$ cat src/rtl/stopwatch_time_core.sv
// stopwatch_time_core: MM:SS BCD stopwatch counted from a divided tick; define STOPWATCH_SATURATE_EN to hold at 59:59 instead of wrapping.
module stopwatch_time_core #(
    parameter int TICKS_PER_SEC = 4,
    parameter int ADJ_DIV       = 2
) (
    input  logic       src_clk,
    input  logic       src_rst_n,
    input  logic       tick_in,
    input  logic       run_toggle,
    input  logic       clr,
    input  logic       adj_en,
    input  logic       adj_sel,
    output logic [3:0] min_tens,
    output logic [3:0] min_ones,
    output logic [3:0] sec_tens,
    output logic [3:0] sec_ones,
    output logic       running,
    output logic       blink
);
    localparam int SW = TICKS_PER_SEC > 1 ? $clog2(TICKS_PER_SEC) : 1;
    localparam int AW = ADJ_DIV > 1 ? $clog2(ADJ_DIV) : 1;

    typedef enum logic [1:0] {IDLE, RUN, ADJ} state_t;

    state_t        state, state_d;
    logic          sync1, sync2, prev, tick, hold, blink_d;
    logic [SW-1:0] subsec, subsec_d;
    logic [AW-1:0] adj_cnt, adj_d;
    logic [15:0]   tm, tm_d;

    // Advance one MM or SS field 00..59, wrapping to 00.
    function automatic logic [7:0] bcd_inc(input logic [7:0] f);
        return f[3:0] == 4'd9 ? {(f[7:4] == 4'd5 ? 4'd0 : f[7:4] + 4'd1), 4'd0}
                              : {f[7:4], f[3:0] + 4'd1};
    endfunction

    assign tick = sync2 & ~prev;
    assign {min_tens, min_ones, sec_tens, sec_ones} = tm;

`ifdef STOPWATCH_SATURATE_EN
    assign hold = tm == 16'h5959;
`else
    assign hold = 1'b0;
`endif

    // Next time, sub-second, adjust and state values; a tick is applied under the current state.
    always_comb begin
        state_d  = state;
        tm_d     = tm;
        subsec_d = subsec;
        adj_d    = adj_cnt;
        blink_d  = blink;
        if (clr) begin
            tm_d     = '0;
            subsec_d = '0;
        end else begin
            if (tick && state == RUN) begin
                subsec_d = subsec == SW'(TICKS_PER_SEC - 1) ? '0 : subsec + SW'(1);
                if (subsec == SW'(TICKS_PER_SEC - 1)) begin
                    tm_d[7:0] = bcd_inc(tm[7:0]);
                    if (tm[7:0] == 8'h59) tm_d[15:8] = bcd_inc(tm[15:8]);
                    if (hold) begin
                        tm_d    = tm;
                        state_d = IDLE;
                    end
                end
            end
            if (tick && state == ADJ) begin
                blink_d = ~blink;
                adj_d   = adj_cnt == AW'(ADJ_DIV - 1) ? '0 : adj_cnt + AW'(1);
                if (adj_cnt == AW'(ADJ_DIV - 1)) begin
                    if (adj_sel) tm_d[15:8] = bcd_inc(tm[15:8]);
                    else tm_d[7:0] = bcd_inc(tm[7:0]);
                end
            end
            if (state == ADJ) state_d = adj_en ? ADJ : IDLE;
            else if (adj_en) state_d = ADJ;
            else if (run_toggle) state_d = (state == RUN || hold) ? IDLE : RUN;
            if (state != ADJ && state_d == ADJ) begin
                adj_d   = '0;
                blink_d = 1'b0;
            end
            if (state_d != ADJ) blink_d = 1'b0;
        end
    end

    // Tick synchroniser, edge register and all architectural state.
    always_ff @(posedge src_clk or negedge src_rst_n) begin
        if (!src_rst_n) begin
            sync1   <= 1'b0;
            sync2   <= 1'b0;
            prev    <= 1'b0;
            state   <= IDLE;
            tm      <= '0;
            subsec  <= '0;
            adj_cnt <= '0;
            blink   <= 1'b0;
            running <= 1'b0;
        end else begin
            sync1   <= tick_in;
            sync2   <= sync1;
            prev    <= sync2;
            state   <= state_d;
            tm      <= tm_d;
            subsec  <= subsec_d;
            adj_cnt <= adj_d;
            blink   <= blink_d;
            running <= state_d == RUN;
        end
    end
endmodule
$ cat config.mk
export PLATFORM = sky130hd
export DESIGN_NAME = stopwatch_time_core
export DESIGN_NICKNAME = d
export VERILOG_FILES = /design/src/rtl/stopwatch_time_core.sv
export SDC_FILE = /design/constraint.sdc
export NUM_CORES = 1
export LEC_CHECK = 0
export BUFFER_PORTS_ARGS = -buffer_cell sky130_fd_sc_hd__buf_2
export CAP_MARGIN = 20
export CORE_ASPECT_RATIO = 0.7
export CORE_MARGIN = 3
export CORE_UTILIZATION = 53
export CTS_BUF_LIST = sky130_fd_sc_hd__clkbuf_8 sky130_fd_sc_hd__clkbuf_16
export CTS_CLUSTER_DIAMETER = 80
export CTS_CLUSTER_SIZE = 30
export DETAILED_ROUTE_END_ITERATION = 16
export PLACE_DENSITY_LB_ADDON = 0.3
export SLEW_MARGIN = 25
export SYNTH_ARGS = -nofsm -noshare
export SYNTH_HDL_FRONTEND = slang
export SYNTH_SLANG_ARGS = --single-unit
$ cat constraint.sdc
create_clock -name src_clk -period 1.8 [get_ports src_clk]
set_input_delay 0.36 -clock src_clk [delete_from_list [all_inputs] [get_ports src_clk]]
set_output_delay 0.36 -clock src_clk [all_outputs]
set_load 0.005 [all_outputs]
==> results.md, run 1 <==
* I/O pin count at 25
* Register area at 650.6 um2
* Via density at 5.744
* Pwr Density at 682.3 nW/um2
* Slew Limit Fails at 0
* Max cap viols at 0
* R2R Path End: tm[7]
* Cell family with most CP delay: simple AND/OR/NAND/NOR gates
* Crit. End Element: flop
* Die area at 3491 um2
* Most frequent cells in the layout: dfrtp_1, buf_2, a21oi_1
* Mapped Cells at 155
* DP Cell Count at 212
* Vias at 1281
* Post-layout util at 0.7037
* Drt pass-1 iters at 4
* Total grt overflow at 0
* Post-synthesis sequential area ratio at 0.4370
* Critical path data required time at 2.01 ns
* CTS tree: yes
* Worst path slowest cell: or4_1
* CP max FO at 14
* Tmin final at 1.727 ns
* Rel. slew slack at 0.6237
* Setup violators final at 0
* CP Buf/Inv Count at 0
* Static Leak at 0.8422 nW
* Hold Path Class: input pin to async pin
* Number of stages on the worst setup path at 4
* Initial DRC count at 76
* Post-route cell area at 1809 um2
* Synth Net Count at 171
* Clk Latency, worst-skew pair at 0.28 ns
* Outcome: completed
* Async SR Flop Fraction at 1.000
* Commonest non-fill, non-tap cell in the layout: dfrtp_1
* Area of the multi-input gates at 800.8 um2
* Initial antenna violation count at 0
* Total CTS buffers at 3
* Reg2reg start: state[1]
* EDFF count, synth at 0
* Vias in the first global route at 1224
* Die width at 69.35 um
* Clk root buf: clkbuf_8
* Synth unique cells at 36
* Fillers at 188
* Final WL at 3457 um
* Fin nets at 206
* Largest net degree at the start of global routing at 27
* Wire per inst at 15.50 um
* CP arrival at 1.93 ns
* Main synth FF type: dfrtp_1
* First-pass GRT wire length at 5506 um
* DRC viols at 0
* CTS Sinks at 26
* Site Rows at 15
* Tcrit/Tclk final at 0.9597
* Cell Area, Synth at 1489 um2
* Reg2Reg Setup Slack at 0.07 ns
* Clock buffer depth at 2
* Core area at 2571 um2
* Synthesis-stage register bit count at 26
* IO Port Bufs at 24
* R2R cell count at 4
* Critical Path Start Type: flop
* Antenna Nets Post-Route at 0
* Yosys warns at 0
* Diode count at 0
* Least-Margin Pin Slew at 0.5645 ns
* Synth Area per Inst at 9.606 um2
* Critical path type: flop to flop
* Final Skew at 0.006377 ns
* Worst path max stage delay at 0.53 ns
* Share of layout cells above drive strength 1 at 0.2698
* Die height at 50.35 um
* Fin. Hold Viols at 0
* H-Tree Level Count at 1
* Clock-pin slew on the worst setup and hold paths at 0.10 ns
* VDD IR max at 0.4894 mV
* Fin cells at 223
* FMAX at 0.5789 GHz
* Critical path, cell by cell: and4bb_4 > a32oi_4 > or4_1 > a21oi_1
* GRT Util Overall at 0.1997
* Initial Util at 0.5791
* P&R area growth vs syn at 21.51%
* Global placer's final weighted congestion at 0.8689
* Detailed-placement wirelength estimate at 2331 um
* Placed cell area at 1660 um2
[flip-flops by register name, indices dropped and copies added (netlist names)]
register,cells
state,2
running,1
adj_cnt,1
tm,16
blink,1
prev,1
sync1,1
sync2,1
subsec,2
[synth_stat cells, drive strengths merged, types with 2 or more instances]
cell    count  area share
dfrtp      26        0.44
a21oi      16       0.054
o21ai      13       0.044
nor2       10       0.025
ha          9       0.076
inv         9       0.023
nand2       7       0.018
nand3       7       0.024
or3         5       0.021
buf         4       0.014
mux2i       4       0.027
nand4       4       0.017
nor2b       4       0.017
or4         4       0.020
a211o       3       0.018
and2        3       0.013
and3b       3       0.018
nand2b      3       0.013
and2b       2       0.011
and4        2       0.012
clkbuf      2      0.0050
nor3        2      0.0067
o22ai       2      0.0084
o31ai       2       0.010
[per-layer routing]
layer,track usage,part of all wire
met4,0.04545,0
met3,0.05000,0.054
met5,0,0
met2,0.3528,0.51
met1,0.2481,0.44
[worst max-delay path by stage]
stage                         to  slack (ns)     start
after detailed placement   tm[7]        0.03  state[1]
final                      tm[7]        0.07  state[1]
after CTS                  tm[7]       0.008  state[1]
after floorplan           tm[11]        0.14     tm[1]
after global placement    tm[11]         0.1     tm[5]
after global routing       tm[7]       -0.03  state[0]
[worst register-to-register path, cell delays in order (launching register included)]
cell,delay [ns]
dfrtp_1,0.41
and4bb_4,0.42
a32oi_4,0.12
or4_1,0.53
a21oi_1,0.18
[cell families (layout without fill, tap and decap cells)]
logic type | count (synthesis) | after routing | synth area share
simple gates | 60 | 60 | 0.2378
compound gates | 41 | 41 | 0.1807
flops | 26 | 26 | 0.4370
buf+inv | 15 | 49 | 0.04202
fa+ha+maj | 9 | 9 | 0.07563
mux | 4 | 4 | 0.02689
[cell type report]
cell class                      instances  area share
Multi-Input combinational cell        114      0.4426
Sequential cell                        26      0.3596
Timing Repair Buffer                   36      0.1162
Tap cell                               34     0.02351
Clock buffer                            3     0.02282
Inverter                                9     0.01867
Clock inverter                          1     0.01660
[where the power goes]
group | switching (W) | internal (W) | total (W)
clock network | 0.000196 | 0.000298 | 0.000493
registers | 0.0000209 | 0.000605 | 0.000626
logic | 0.0000686 | 0.0000464 | 0.000115
[timing repair]
item | CTS | global route
buffers inserted | 0 | 7
hold buffers | 0 | 0
resized for setup | 0 | 10
setup endpoints to repair | 0 | 9
[per-stage QoR]
stage	setup slack [ns]	power, W	TNS [ns]	hold slack, ns
detailed placement	0.02886	0.0007485	0	0.3575
global placement	0.09618	0.0007433	0	0.3339
finish	0.07253	0.001234	0	0.06020
global route	-0.02987	0.001285	-0.03057	0.1049
floorplan	0.1424	0.0007032	0	0.06441
CTS	0.007889	0.001233	0	0.09251
No activity file was read; power rests on OpenSTA's default activity.
==> run 2: changes to the inputs <==
CORE_UTILIZATION = 55   (was 53)
SLEW_MARGIN = 40   (was 25)
TNS_END_PERCENT = 30   (was unset)
==> results.md, run 2 (synthesized netlist as in run 1, its figures left out) <==
* FMAX at 0.5728 GHz (-1.1%)
* Post-Place Worst Slack at -0.06312 ns (-0.09198 ns)
* Initial Util at 0.5920 (+0.01296)
* Top Registers: tm x16, state x2, subsec x2
* Fin worst setup slack at 0.05408 ns (-0.01846 ns)
* Final WL at 3631 um (+5.0%)
* Fin nets at 204 (-0.97%)
* Post-layout util at 0.7065 (+0.002818)
* Wire per inst at 16.43 um (+6.0%)
* Setup violators final at 0 (unchanged)
* GRT Util Overall at 0.2345 (+0.03489)
* Largest register FFs at 16 (unchanged)
* Critical path type: flop to flop
* Area of the multi-input gates at 783.3 um2 (-2.2%)
* I/O pin count at 25 (unchanged)
* CTS Sinks at 26 (unchanged)
* Antenna Nets Post-Route at 0 (unchanged)
* Clock buffer depth at 2 (unchanged)
* CP arrival at 1.94 ns (about the same)
* RSZ-0062 raised after global routing: true
* Final Skew at 0.002526 ns (-0.003851 ns)
* Outcome: completed
* Initial antenna violation count at 0 (unchanged)
* Vias at 1330 (+3.8%)
* Pwr Density at 687.9 nW/um2 (+0.82%)
* IO Port Bufs at 24 (unchanged)
* Fin. Hold Viols at 0 (unchanged)
* Clk Latency, worst-skew pair at 0.27 ns (about the same)
* Sw Share at 0.2253 (-0.005634)
* Tmin final at 1.746 ns (+0.01846 ns)
* P&R area growth vs syn at 19.33%
* Max cap viols at 0 (unchanged)
* CP max FO at 6 (-8)
* Total CTS buffers at 3 (unchanged)
* Site Rows at 15 (unchanged)
* Clk root buf: clkbuf_8
* Hold Path Class: input pin to async pin
* Largest net degree at the start of global routing at 27 (unchanged)
* Static Leak at 0.8306 nW (-1.4%)
* Rel. slew slack at 0.6083 (-0.01544)
* Core area at 2515 um2 (-2.2%)
* Critical path data required time at 1.99 ns (-0.02 ns)
* Fillers at 189 (+0.53%)
* DRC viols at 0 (unchanged)
* Register area at 650.6 um2 (unchanged)
* Die area at 3377 um2 (-3.3%)
* Via density at 6.018 (+4.8%)
* Crit. End Element: flop
* Most frequent cells in the layout: dfrtp_1, buf_2, a21oi_1
* VDD IR max at 0.5053 mV (+3.2%)
* Sum Neg Setup Slack at 0 ns (unchanged)
* Largest Register: tm
* Clock share of power at 0.398 (-0.002)
* Least-Margin Pin Slew at 0.5876 ns (+0.02316 ns)
* Global placer's final weighted congestion at 0.8633 (-0.64%)
* Combinational share of power at 0.091 (-0.002)
* Critical Path Start Type: flop
* Initial DRC count at 99 (+30%)
* Share of layout cells above drive strength 1 at 0.2406 (-0.02920)
* Net switching power of the design at 0.0002754 W (-3.4%)
* Commonest non-fill, non-tap cell in the layout: dfrtp_1
* Tcrit/Tclk final at 0.9700 (+0.01025)
* Diode count at 0 (unchanged)
* Die width at 68.19 um (-1.7%)
* Vias in the first global route at 1314 (+7.4%)
* Clock-pin slew on the worst setup and hold paths at 0.09 ns (about the same)
* Internal at 0.0009469 W (-0.26%)
* CTS tree: yes
* Die height at 49.53 um (-1.6%)
* Drt pass-1 iters at 4 (unchanged)
* Detailed-placement wirelength estimate at 2486 um (+6.6%)
* H-Tree Level Count at 1 (unchanged)
* First-pass GRT wire length at 5989 um (+8.8%)
* Total grt overflow at 0 (unchanged)
* Slew Limit Fails at 0 (unchanged)
* Seq pwr share at 0.511 (+0.004)
[run 2: final cells by class]
cell class	instances	area share
clock buffers	3	0.02324
clock inverters	1	0.01690
inverters	9	0.01901
multi-input cells	114	0.4408
flip-flops and latches	26	0.3662
well taps	34	0.02394
repair buffers	34	0.1099
[run 2: power groups by stage]
stage	sequential, W	combinational (W)	clock (W)
floorplan	0.000632	0.0000717	0
global placement	0.000633	0.000107	0
detailed placement	0.000636	0.000112	0
global route	0.000630	0.000126	0.000516
finish	0.000624	0.000111	0.000487
CTS	0.000624	0.000113	0.000496
[run 2: worst paths after layout]
kind | start | to | slack, ns | cells after the start
max | tm[4] | tm[4] | 0.05 | 4
min | src_rst_n | tm[9] | 0.08 | 1
max reg2reg | tm[4] | tm[4] | 0.05 | 4
min reg2reg | sync1 | sync2 | 0.37 | 0
max in group asynchronous | src_rst_n | state[1] | 1.34 | 1
min in group src_clk | tick_in | sync1 | 0.19 | 1
[run 2: per-layer routing]
metal / track usage / share of wire
met1: 0.3240 / 0.45
met2: 0.3648 / 0.49
met3: 0.04784 / 0.052
met4: 0.07921 / 0.017
met5: 0 / 0
[run 2: repair_timing]
item	CTS	global route
gates resized for setup	4	1
setup endpoints to repair	1	5
hold buffers	0	0
pin swaps	0	2
setup buffers	1	3
[run 2: critical path: stages, from the launching register on]
cell     delay [ns]
dfrtp_1        0.45
ha_1           0.24
and3b_2        0.26
or4_1          0.54
a21oi_1        0.18
[run 2: stage by stage]
step,instances,instance area (um2),power [W],hold slack (ns)
2_1_floorplan,155,1489,0.0007032,0.06441
3_3_place_gp,213,1668,0.0007404,0.3340
3_5_place_dp,213,1668,0.0007476,0.3458
4_1_cts,218,1752,0.001233,0.09606
5_1_grt,221,1777,0.001271,0.1093
6_report,221,1777,0.001222,0.08005
==> run 3: changes to the inputs <==
CORE_UTILIZATION = 33   (was 55)
clock period = 2 ns   (was 1.8 ns; I/O delays follow)
==> results.md, run 3 (synthesized netlist as in run 1, its figures left out) <==
* Fin. Hold Viols at 0 (unchanged)
* Fin worst setup slack at 0.2022 ns (+0.1481 ns)
* Core area at 4136 um2 (+64%)
* Final WL at 3163 um (-13%)
* Post-Place Worst Slack at 0.2234 ns (+0.2865 ns)
* Pwr Total at 0.0009506 W (-22%)
* Largest net degree at the start of global routing at 27 (unchanged)
* Drt pass-1 iters at 4 (unchanged)
* Top Registers: tm x16, state x2, subsec x2
* Outcome: completed
* CP max FO at 7 (+1)
* Initial DRC count at 67 (-32%)
* Cts hold-fix bufs at 0 (unchanged)
* Total CTS buffers at 3 (unchanged)
* IO Port Bufs at 24 (unchanged)
* Share of layout cells above drive strength 1 at 0.1798 (-0.06087)
* Largest register FFs at 16 (unchanged)
* RSZ-0062 raised after global routing: false
* Rel. slew slack at 0.6102 (+0.001897)
* GRT Util Overall at 0.1268 (-0.1077)
* CP arrival at 1.96 ns (+0.02 ns)
* Setup violators final at 0 (unchanged)
* Commonest non-fill, non-tap cell in the layout: dfrtp_1
* H-Tree Level Count at 1 (unchanged)
* Initial Util at 0.3600 (-0.2321)
* Critical Path Start Type: flop
* Critical path type: flop to flop
* Die width at 86.29 um (+27%)
* Static Leak at 0.7804 nW (-6.0%)
* VDD IR max at 0.3420 mV (-32%)
* Tmin final at 1.798 ns (+0.05191 ns)
* Critical path data required time at 2.16 ns (+0.17 ns)
* Crit. End Element: flop
* Clock buffer depth at 2 (unchanged)
* Detailed-placement wirelength estimate at 2403 um (-3.3%)
* Die height at 62.20 um (+26%)
* Max cap viols at 0 (unchanged)
* Reg2reg start: tm[1]
* Most frequent cells in the layout: dfrtp_1, buf_2, a21oi_1
* Diode count at 0 (unchanged)
* Wire per inst at 13.75 um (-16%)
* Die area at 5367 um2 (+59%)
* Pwr Density at 558.6 nW/um2 (-19%)
* Least-Margin Pin Slew at 0.5848 ns (-0.002846 ns)
* Vias at 1228 (-7.7%)
* Antenna Nets Post-Route at 0 (unchanged)
* Crit path from: tm[1]
* Total grt overflow at 0 (unchanged)
* Final Skew at 0.01261 ns (+0.01009 ns)
* Global placer's final weighted congestion at 0.8868 (+2.7%)
* FMAX at 0.5562 GHz (-2.9%)
* DRC viols at 0 (unchanged)
* Via density at 5.339 (-11%)
* PostCTS Resize Cnt at 0 (-4)
* Fin nets at 196 (-3.9%)
* Initial antenna violation count at 0 (unchanged)
* Sum Neg Setup Slack at 0 ns (unchanged)
* I/O pin count at 25 (unchanged)
* CTS Sinks at 26 (unchanged)
* P&R area growth vs syn at 14.29%
* Slew Limit Fails at 0 (unchanged)
* Clock-pin slew on the worst setup and hold paths at 0.09 ns (about the same)
* Post-layout util at 0.4114 (-0.2951)
* Clk root buf: clkbuf_8
* R2R cell count at 6 (+2)
* Vias in the first global route at 1170 (-11%)
* Tcrit/Tclk final at 0.8989 (-0.07104)
* Hold Slack at 0.1169 ns (+0.03688 ns)
* First-pass GRT wire length at 5499 um (-8.2%)
* Largest Register: tm
* Clk Latency, worst-skew pair at 0.27 ns (about the same)
* Site Rows at 19 (+4)
* CTS tree: yes
* Setup bufs post-CTS at 0 (-1)
* Hold Path Class: input pin to async pin
## run 3: power by group
part,total (W),internal [W],switching (W),leakage (nW)
combinational,0.0000966,0.0000378,0.0000588,0.407
clock,0.000292,0.000135,0.000157,0.0216
sequential,0.000562,0.000545,0.0000170,0.352
total,0.000951,0.000717,0.000233,0.780
## run 3: per-layer routing
metal / GRT usage / routed length, um / share of wire / vias to the layer above
met3: 0.03699 / 134 / 0.042 / 2
met2: 0.1933 / 1459 / 0.46 / 22
met5: 0 / 0 / 0 / -
li1: - / - / - / 616
met1: 0.1758 / 1546 / 0.49 / 588
met4: 0.03307 / 23 / 0.0073 / 0
## run 3: final cells by class
type	count	area, um2
Clock buffer	3	41.29
Fill cell	428	2435
Inverter	9	33.78
Multi-Input combinational cell	114	775.7
Sequential cell	26	650.6
Tap cell	52	65.06
Timing Repair Buffer	26	135.1
## run 3: worst paths after layout
| kind | to | slack, ns |
|---|---|---|
| max | tm[11] | 0.20 |
| min | tm[5] | 0.12 |
| max reg2reg | tm[11] | 0.20 |
| min reg2reg | sync2 | 0.37 |
| max in group asynchronous | adj_cnt | 1.49 |
| min in group src_clk | sync1 | 0.24 |
## run 3: stage by stage
step           instances  area [um2]
3_3_place_gp         227        1660
2_1_floorplan        155        1489
6_report             230        1702
5_1_grt              230        1702
3_5_place_dp         227        1660
4_1_cts              230        1702
## run 3: critical path, stage by stage, from the launching register on
cell	delay (ns)
dfrtp_1	0.42
inv_1	0.07
ha_1	0.15
and3b_1	0.28
and4_1	0.33
o22ai_1	0.09
a311o_1	0.35
